[src/rtl/pipeline_hazard_ctrl.sv]
// pipeline_hazard_ctrl
// Central stall/flush sequencer for the five-stage pipeline. Drives the
// stall/flush pair of every inter-stage register plus the PC hold, resolving
// data-memory freeze, branch-mispredict recovery, multi-cycle mul/div
// occupancy, load-use hazards and rename free-list exhaustion. Also keeps a
// saturating count of PC-stalled cycles.
module pipeline_hazard_ctrl #(
    parameter int PREG_WIDTH     = 6,
    parameter int MD_LATENCY     = 4,
    parameter int RECOVER_CYCLES = 2,
    parameter int COUNT_WIDTH    = 32
) (
    input  logic                   clk,
    input  logic                   rst,
    input  logic [PREG_WIDTH-1:0]  dec_rs_addr,
    input  logic [PREG_WIDTH-1:0]  dec_rt_addr,
    input  logic                   dec_rs_used,
    input  logic                   dec_rt_used,
    input  logic                   exec_mem_read,
    input  logic [PREG_WIDTH-1:0]  exec_wb_addr,
    input  logic                   exec_md_valid,
    input  logic                   exec_mispredict,
    input  logic                   mem_req,
    input  logic                   mem_ready,
    input  logic                   free_list_empty,
    input  logic                   perf_clear,
    output logic                   pc_stall,
    output logic                   f2d_stall,
    output logic                   f2d_flush,
    output logic                   d2e_stall,
    output logic                   d2e_flush,
    output logic                   e2m_stall,
    output logic                   e2m_flush,
    output logic                   m2w_stall,
    output logic                   m2w_flush,
    output logic [1:0]             state_out,
    output logic [COUNT_WIDTH-1:0] stall_count
);

    localparam logic [1:0] ST_RUN     = 2'd0;
    localparam logic [1:0] ST_MD_BUSY = 2'd1;
    localparam logic [1:0] ST_RECOVER = 2'd2;

    // The down-counter must hold the larger of the two reload values.
    localparam int CNT_MAX = ((MD_LATENCY - 2) > (RECOVER_CYCLES - 1)) ?
                             (MD_LATENCY - 2) : (RECOVER_CYCLES - 1);
    localparam int CNT_W   = (CNT_MAX < 2) ? 1 : $clog2(CNT_MAX + 1);

    localparam logic [CNT_W-1:0] MD_RELOAD  = CNT_W'(MD_LATENCY - 2);
    localparam logic [CNT_W-1:0] REC_RELOAD = CNT_W'(RECOVER_CYCLES - 1);

    logic [1:0]             r_state;
    logic [CNT_W-1:0]       r_cnt;
    logic                   r_md_done;
    logic [COUNT_WIDTH-1:0] r_stall_count;

    logic [1:0]             w_state_nxt;
    logic [CNT_W-1:0]       w_cnt_nxt;
    logic                   w_md_done_nxt;
    logic                   w_freeze;
    logic                   w_load_use;
    logic                   w_pc_stall;
    logic                   w_f2d_stall;
    logic                   w_f2d_flush;
    logic                   w_d2e_stall;
    logic                   w_d2e_flush;
    logic                   w_e2m_stall;
    logic                   w_e2m_flush;
    logic                   w_m2w_flush;

    assign w_freeze   = mem_req & ~mem_ready;
    assign w_load_use = exec_mem_read &
                        ((dec_rs_used & (dec_rs_addr == exec_wb_addr)) |
                         (dec_rt_used & (dec_rt_addr == exec_wb_addr)));

    // Priority resolution of hazards into stage controls and next FSM state.
    always_comb begin
        w_pc_stall    = 1'b0;
        w_f2d_stall   = 1'b0;
        w_f2d_flush   = 1'b0;
        w_d2e_stall   = 1'b0;
        w_d2e_flush   = 1'b0;
        w_e2m_stall   = 1'b0;
        w_e2m_flush   = 1'b0;
        w_m2w_flush   = 1'b0;
        w_state_nxt   = r_state;
        w_cnt_nxt     = r_cnt;
        w_md_done_nxt = r_md_done;
        if (rst) begin
            // Drain the whole pipeline with bubbles while in reset.
            w_f2d_flush = 1'b1;
            w_d2e_flush = 1'b1;
            w_e2m_flush = 1'b1;
            w_m2w_flush = 1'b1;
        end else if (w_freeze) begin
            // Memory wait: everything upstream of writeback holds; the
            // sequencer itself freezes so pending work resumes afterwards.
            w_pc_stall  = 1'b1;
            w_f2d_stall = 1'b1;
            w_d2e_stall = 1'b1;
            w_e2m_stall = 1'b1;
            w_m2w_flush = 1'b1;
        end else begin
            case (r_state)
                ST_RUN: begin
                    w_md_done_nxt = 1'b0;
                    if (exec_mispredict) begin
                        // PC loads the redirect target, so it is not held.
                        w_f2d_flush = 1'b1;
                        w_d2e_flush = 1'b1;
                        w_state_nxt = ST_RECOVER;
                        w_cnt_nxt   = REC_RELOAD;
                    end else if (exec_md_valid && !r_md_done) begin
                        w_pc_stall  = 1'b1;
                        w_f2d_stall = 1'b1;
                        w_d2e_stall = 1'b1;
                        w_e2m_flush = 1'b1;
                        w_state_nxt = ST_MD_BUSY;
                        w_cnt_nxt   = MD_RELOAD;
                    end else if (w_load_use || free_list_empty) begin
                        w_pc_stall  = 1'b1;
                        w_f2d_stall = 1'b1;
                        w_d2e_flush = 1'b1;
                    end
                end
                ST_MD_BUSY: begin
                    w_pc_stall  = 1'b1;
                    w_f2d_stall = 1'b1;
                    w_d2e_stall = 1'b1;
                    w_e2m_flush = 1'b1;
                    if (r_cnt == '0) begin
                        // md_done stops the still-resident mul/div from
                        // retriggering on the release cycle.
                        w_state_nxt   = ST_RUN;
                        w_md_done_nxt = 1'b1;
                    end else begin
                        w_cnt_nxt = r_cnt - 1'b1;
                    end
                end
                ST_RECOVER: begin
                    w_pc_stall  = 1'b1;
                    w_f2d_stall = 1'b1;
                    w_d2e_flush = 1'b1;
                    if (r_cnt == '0) begin
                        w_state_nxt = ST_RUN;
                    end else begin
                        w_cnt_nxt = r_cnt - 1'b1;
                    end
                end
                default: begin
                    w_state_nxt = ST_RUN;
                    w_cnt_nxt   = '0;
                end
            endcase
        end
    end

    // FSM, down-counter and md_done flag registers.
    always_ff @(posedge clk) begin
        if (rst) begin
            r_state   <= ST_RUN;
            r_cnt     <= '0;
            r_md_done <= 1'b0;
        end else begin
            r_state   <= w_state_nxt;
            r_cnt     <= w_cnt_nxt;
            r_md_done <= w_md_done_nxt;
        end
    end

    // Saturating count of PC-stalled cycles; clear has priority.
    always_ff @(posedge clk) begin
        if (rst || perf_clear) begin
            r_stall_count <= '0;
        end else if (w_pc_stall && (r_stall_count != '1)) begin
            r_stall_count <= r_stall_count + 1'b1;
        end
    end

    assign pc_stall    = w_pc_stall;
    assign f2d_stall   = w_f2d_stall;
    assign f2d_flush   = w_f2d_flush;
    assign d2e_stall   = w_d2e_stall;
    assign d2e_flush   = w_d2e_flush;
    assign e2m_stall   = w_e2m_stall;
    assign e2m_flush   = w_e2m_flush;
    assign m2w_stall   = 1'b0;
    assign m2w_flush   = w_m2w_flush;
    assign state_out   = rst ? ST_RUN : r_state;
    assign stall_count = r_stall_count;

endmodule
[config.mk]
export PLATFORM = sky130hd
export DESIGN_NAME = pipeline_hazard_ctrl
export DESIGN_NICKNAME = d
export VERILOG_FILES = /design/src/rtl/pipeline_hazard_ctrl.sv
export SDC_FILE = /design/constraint.sdc
export NUM_CORES = 1
export LEC_CHECK = 0
export ABC_AREA = 0
export CAP_MARGIN = 20
export CORE_MARGIN = 8
export CORE_UTILIZATION = 30
export CTS_CLUSTER_SIZE = 30
export DETAILED_ROUTE_END_ITERATION = 8
export GPL_TIMING_DRIVEN = 0
export PLACE_DENSITY = 0.56
export SLEW_MARGIN = 20
export SYNTH_ARGS = -nofsm -noshare
export SYNTH_HDL_FRONTEND = slang
export SYNTH_SLANG_ARGS = --single-unit
[constraint.sdc]
create_clock -name clk -period 4.55 [get_ports clk]
set_input_delay 1.365 -clock clk [delete_from_list [all_inputs] [get_ports clk]]
set_output_delay 1.365 -clock clk [all_outputs]
set_load 0.005 [all_outputs]
# Word-level counts from Yosys, hierarchy flattened
# Cells that the tools add are included.
[op_classes] add_sub_neg=2 n_eq_ne=9 muxes=36 n_bitwise=7 reduce_logical=12
[ops] operator="$add A32 B1 Y32 const B" count=1
[ops] operator="$ne A32 B32 Y1 const B" count=1
[ops] operator="$mux W1" count=23
[ops] operator="$mux W2" count=7
[ops] operator="$eq A6 B6 Y1" count=2
[ops] operator="$reduce_and A3 Y1" count=3
[ops] operator="$pmux W1 S2" count=4
[ops] operator="$pmux W2 S2" count=2
[ops] operator="$and A1 B1 Y1" count=4
[ops] operator="$logic_not A2 Y1" count=2
[ops] operator="$ne A2 B2 Y1 const B" count=2
[ops] operator="$ne A3 B3 Y1 const B" count=1
[ops] operator="$eq A2 B1 Y1 const B" count=1
[ops] operator="$eq A2 B2 Y1 const B" count=1
[ops] operator="$logic_and A1 B1 Y1" count=2
[ops] operator="$logic_or A1 B1 Y1" count=2
[ops] operator="$ne A2 B1 Y1 const B" count=1
[ops] operator="$not A1 Y1" count=2
[ops] operator="$reduce_bool A2 Y1" count=1
[ops] operator="$reduce_or A2 Y1" count=1
[ops] operator="$sub A2 B1 Y2 const B" count=1
[ops] operator="$logic_not A1 Y1" count=1
[ops] operator="$or A1 B1 Y1" count=1
[totals] register_bits=37 in_bits=29 output_inout_bits=43 wordCells=70

# Logic depth before layout (Yosys ltp)
[depth] word_depth=12 mapped_depth=10 ltp_nobuf=9

# Worst setup path before layout
# No wires, ideal clock.
[synth_path] path_kind="input -> output" start="input port dec_rs_addr[4]" end="output port pc_stall" arrival_time_ps=2932 t_required_ps=3185 path_slack_ps=253 cell_stages=7 path_buffers=3 cell_sequence="xor2_1 > or4_1 > o41a_1 > a21oi_2 > buf_4 > buf_6 > buf_4"
[synth_between] elab_chain_len=11
[synth_lines] element="start: declaration" line="15" source="input logic [PREG_WIDTH-1:0] dec_rs_addr,"
[synth_lines] element="$eq A6 B6 Y1" line="73" source="((dec_rs_used & (dec_rs_addr == exec_wb_addr)) |"
[synth_lines] element="$and A1 B1 Y1" line="73"
[synth_lines] element="$or A1 B1 Y1" line="73"
[synth_lines] element="$and A1 B1 Y1" line="72" source="assign w_load_use = exec_mem_read &"
[synth_lines] element="$logic_or A1 B1 Y1" line="120" source="end else if (w_load_use || free_list_empty) begin"
[synth_lines] element="$mux W1 (3 in series)"
[synth_lines] element="$pmux W1 S2"
[synth_lines] element="$mux W1 (2 in series)"
[synth_lines] element="end: declaration" line="27" source="output logic pc_stall,"
# No other way between the ends.

# Worst setup path after layout
[layout_path] start="input port dec_rs_addr[2]" end="output port f2d_stall"
[layout_between] elab_chain_len=11
[layout_lines] element="$eq A6 B6 Y1" line="73"
[layout_lines] element="$and A1 B1 Y1" line="73"
[layout_lines] element="$or A1 B1 Y1" line="73"
[layout_lines] element="$and A1 B1 Y1" line="72"
[layout_lines] element="$logic_or A1 B1 Y1" line="120"
[layout_lines] element="$mux W1" line="120"
[layout_lines] element="$mux W1" line="113" source="end else if (exec_md_valid && !r_md_done) begin"
[layout_lines] element="$mux W1" line="107" source="if (exec_mispredict) begin"
[layout_lines] element="$pmux W1 S2" line="104" source="case (r_state)"
[layout_lines] element="$mux W1" line="95" source="end else if (w_freeze) begin"
[layout_lines] element="$mux W1" line="89" source="if (rst) begin"
[layout_lines] element="end: declaration" line="28" source="output logic f2d_stall,"
# No other way between the ends.

==> qor.yml <==
synth_xor_area_frac: 0.163
cp_data_arrival_time_ns: 3.08
startpoint: "dec_rs_addr[2]"
finalClockSkew_ns: 0.0114
total_power_uw: 833
synth-seq-area-share: 0.344
wl_per_cell_um: 14.2
placed_area_sq_um: 2980
r2r_slack_ns: 1.16
ant_nets: 0
grt_pass1_vias: 2161
syn_inst: 263
pin_count: 72
clk_pin_slew_ns: 0.07
crit-reg2reg-launch: "r_state[0]"
cp-end-kind: "output pin"
h-tree-depth: 2
synth-seq-cells: 37
min_path_type: "register to register"
synth-async-reset-ratio: 0
max_freq_ghz: 0.225
holdWs_ns: 0.494
synth_top_family_by_area: "simple AND/OR/NAND/NOR gates"
grt_max_degree: 13
status: "finished, final reports clean"
p_leak_uw: 0.00125
period_share: 0.976
min_to: "r_cnt[1]"
numPortBuffers: 70
root_buffer: "clkbuf_8"
drive_gt1_frac: 0.115
synth-edff-count: 0
fillers: 730
clock_latency_ns: 0.29
fp.coreArea_sq_um: 7100
crit_fanout: 3
fp.dieW_um: 101
synth_compound_area_frac: 0.0838
r2r_end: "stall_count[19]"
drc_errors: 0
reg2reg_depth: 21
synth_ff_type: "dfxtp_1"
start_kind: "primary input"
crit_required_ns: 3.18
numCtsBuffers: 5
synthMuxAreaShare: 0.0140
gp_congestion: 0.850
drt-total-wl_mm: 6.48
postLayoutCellArea_sq_um: 3230
hold_buffers: 0
die_h_um: 101
viasPerCell: 4.66
yosys.area_share.adder: 0.0349
synth_area_sq_um: 2150
slew_viol_final: 0
hold_start: "r_cnt[1]"
max_cap_viol_count: 0
rows: 31
gr-total-overflow: 0
nets: 391
antenna_found_initial: 0
peakVddDrop_mv: 0.110
slew_headroom: 0.662
min_period_ns: 4.44
die_area_sq_um: 10100
synth-simple-area-share: 0.309
place_hpwl_mm: 4.66
hold_depth: 2
drt_first_pass_iters: 4
drt_iter0_drc: 95
synth.distinct_cells: 39
grt_pass1_wl_mm: 10.6
antenna_cells: 0
setup_viol_count_final: 0
vias: 2125
finish.utilization: 0.456
grt_use_total: 0.129
start_util: 0.303
power_density_nw_per_um2: 258
areaGrowthSynthToFinish_pct: 50.4
cts_tree: "yes"
synth_nets: 298
synth_warnings: 0
hold_viol_final: 0
crit_type: "primary input to output pin"
synth.avg_cell_area_sq_um: 8.18
ctsLongestPathBuffers: 2
cts.sinks: 37
worstMarginPinSlew_ns: 0.502
## final cells by class
| cell class | count | area, sq um | share of cell area |
|---|---|---|---|
| well taps | 99 | 124 | 0.0383 |
| inverters | 10 | 37.5 | 0.0116 |
| flip-flops and latches | 37 | 741 | 0.229 |
| repair buffers | 89 | 833 | 0.258 |
| plain buffers | 8 | 41.3 | 0.0128 |
| multi-input cells | 205 | 1340 | 0.414 |
| clock buffers | 6 | 82.6 | 0.0255 |
| clock inverters | 2 | 37.5 | 0.0116 |
## cell families (layout without fill, tap and decap cells)
| group | after synthesis | after routing |
|---|---|---|
| AOI/OAI and AO/OA | 27 | 27 |
| other | 1 | 1 |
| and+or+nand+nor | 128 | 128 |
| adders and majority gates | 6 | 6 |
| buffers and inverters | 21 | 115 |
| DFF | 37 | 37 |
| xor gates and xnor gates | 40 | 40 |
| muxes | 3 | 3 |
## synthesized netlist by cell type (4+ instances only)
master / instances / share of area
dfxtp_1: 37 / 0.34
nand2_1: 14 / 0.024
nand3_1: 16 / 0.037
and3_1: 9 / 0.026
nor2_1: 41 / 0.072
or4_1: 4 / 0.014
and4_1: 5 / 0.020
nand2b_1: 4 / 0.012
clkbuf_1: 6 / 0.010
xor2_1: 36 / 0.15
ha_1: 6 / 0.035
inv_1: 10 / 0.017
xnor2_1: 4 / 0.016
o21ai_0: 4 / 0.0093
nor2b_1: 4 / 0.012
nand4_1: 17 / 0.049
a21oi_1: 9 / 0.021
## flip-flops by register name, summed over array words and instances, names as in the netlist
name         count
stall_count     32
r_cnt            2
r_state          2
r_md_done        1
## where the power goes
group | switching (uW) | internal (uW)
logic | 91.6 | 104
registers | 5.66 | 331
clock network | 123 | 178
## cell usage in the layout (no fill, tap or decap), drive strengths merged, types with 9 or more instances in the layout
cell type,synthesis,final
nand4,17,17
inv,10,10
nor2,41,41
nand2,14,14
clkbuf,6,13
clkdlybuf4s50,0,59
dfxtp,37,37
a21oi,10,10
and3,9,9
nand3,17,17
xor2,36,36
buf,5,23
## worst max-delay path, stage by stage
cell and delay [ns]:
dlygate4sd2_1 0.24, xor2_1 0.15, or4_4 0.54, o41a_1 0.33, a21oi_2 0.21, buf_6 0.14, buf_2 0.11
## what timing repair did
item,4_1_cts,5_1_grt
setup buffers,25,2
pin swaps,9,7
gates resized for setup,22,8
endpoints found under the setup margin,3,7
hold endpoints to repair,0,0
## worst max path at each step
| stage | to | cells past startpoint |
|---|---|---|
| after floorplan | pc_stall | 7 |
| after global placement | pc_stall | 9 |
| after detailed placement | pc_stall | 9 |
| after CTS | d2e_flush | 8 |
| after global routing | stall_count[21] | 20 |
| final | f2d_stall | 7 |
## per-layer routing
| layer | up-vias | track usage | routed length, um | part of all wire |
|---|---|---|---|---|
| li1 | 1104 | - | - | - |
| met1 | 961 | 0.144 | 2850 | 0.44 |
| met2 | 54 | 0.224 | 3110 | 0.48 |
| met3 | 6 | 0.0477 | 478 | 0.074 |
| met4 | 0 | 0.0360 | 42 | 0.0065 |
| met5 | - | 0 | 0 | 0 |
## stage by stage
step | setup slack [ns] | std cells | setup TNS [ns]
finish | 0.109 | 456 | 0
detailed placement | -0.879 | 432 | -2.11
CTS | 0.0137 | 458 | 0
floorplan | 0.253 | 263 | 0
global route | -0.000350 | 456 | -0.000350
global placement | -0.873 | 432 | -2.10
No activity file was read; power rests on OpenSTA's default activity.
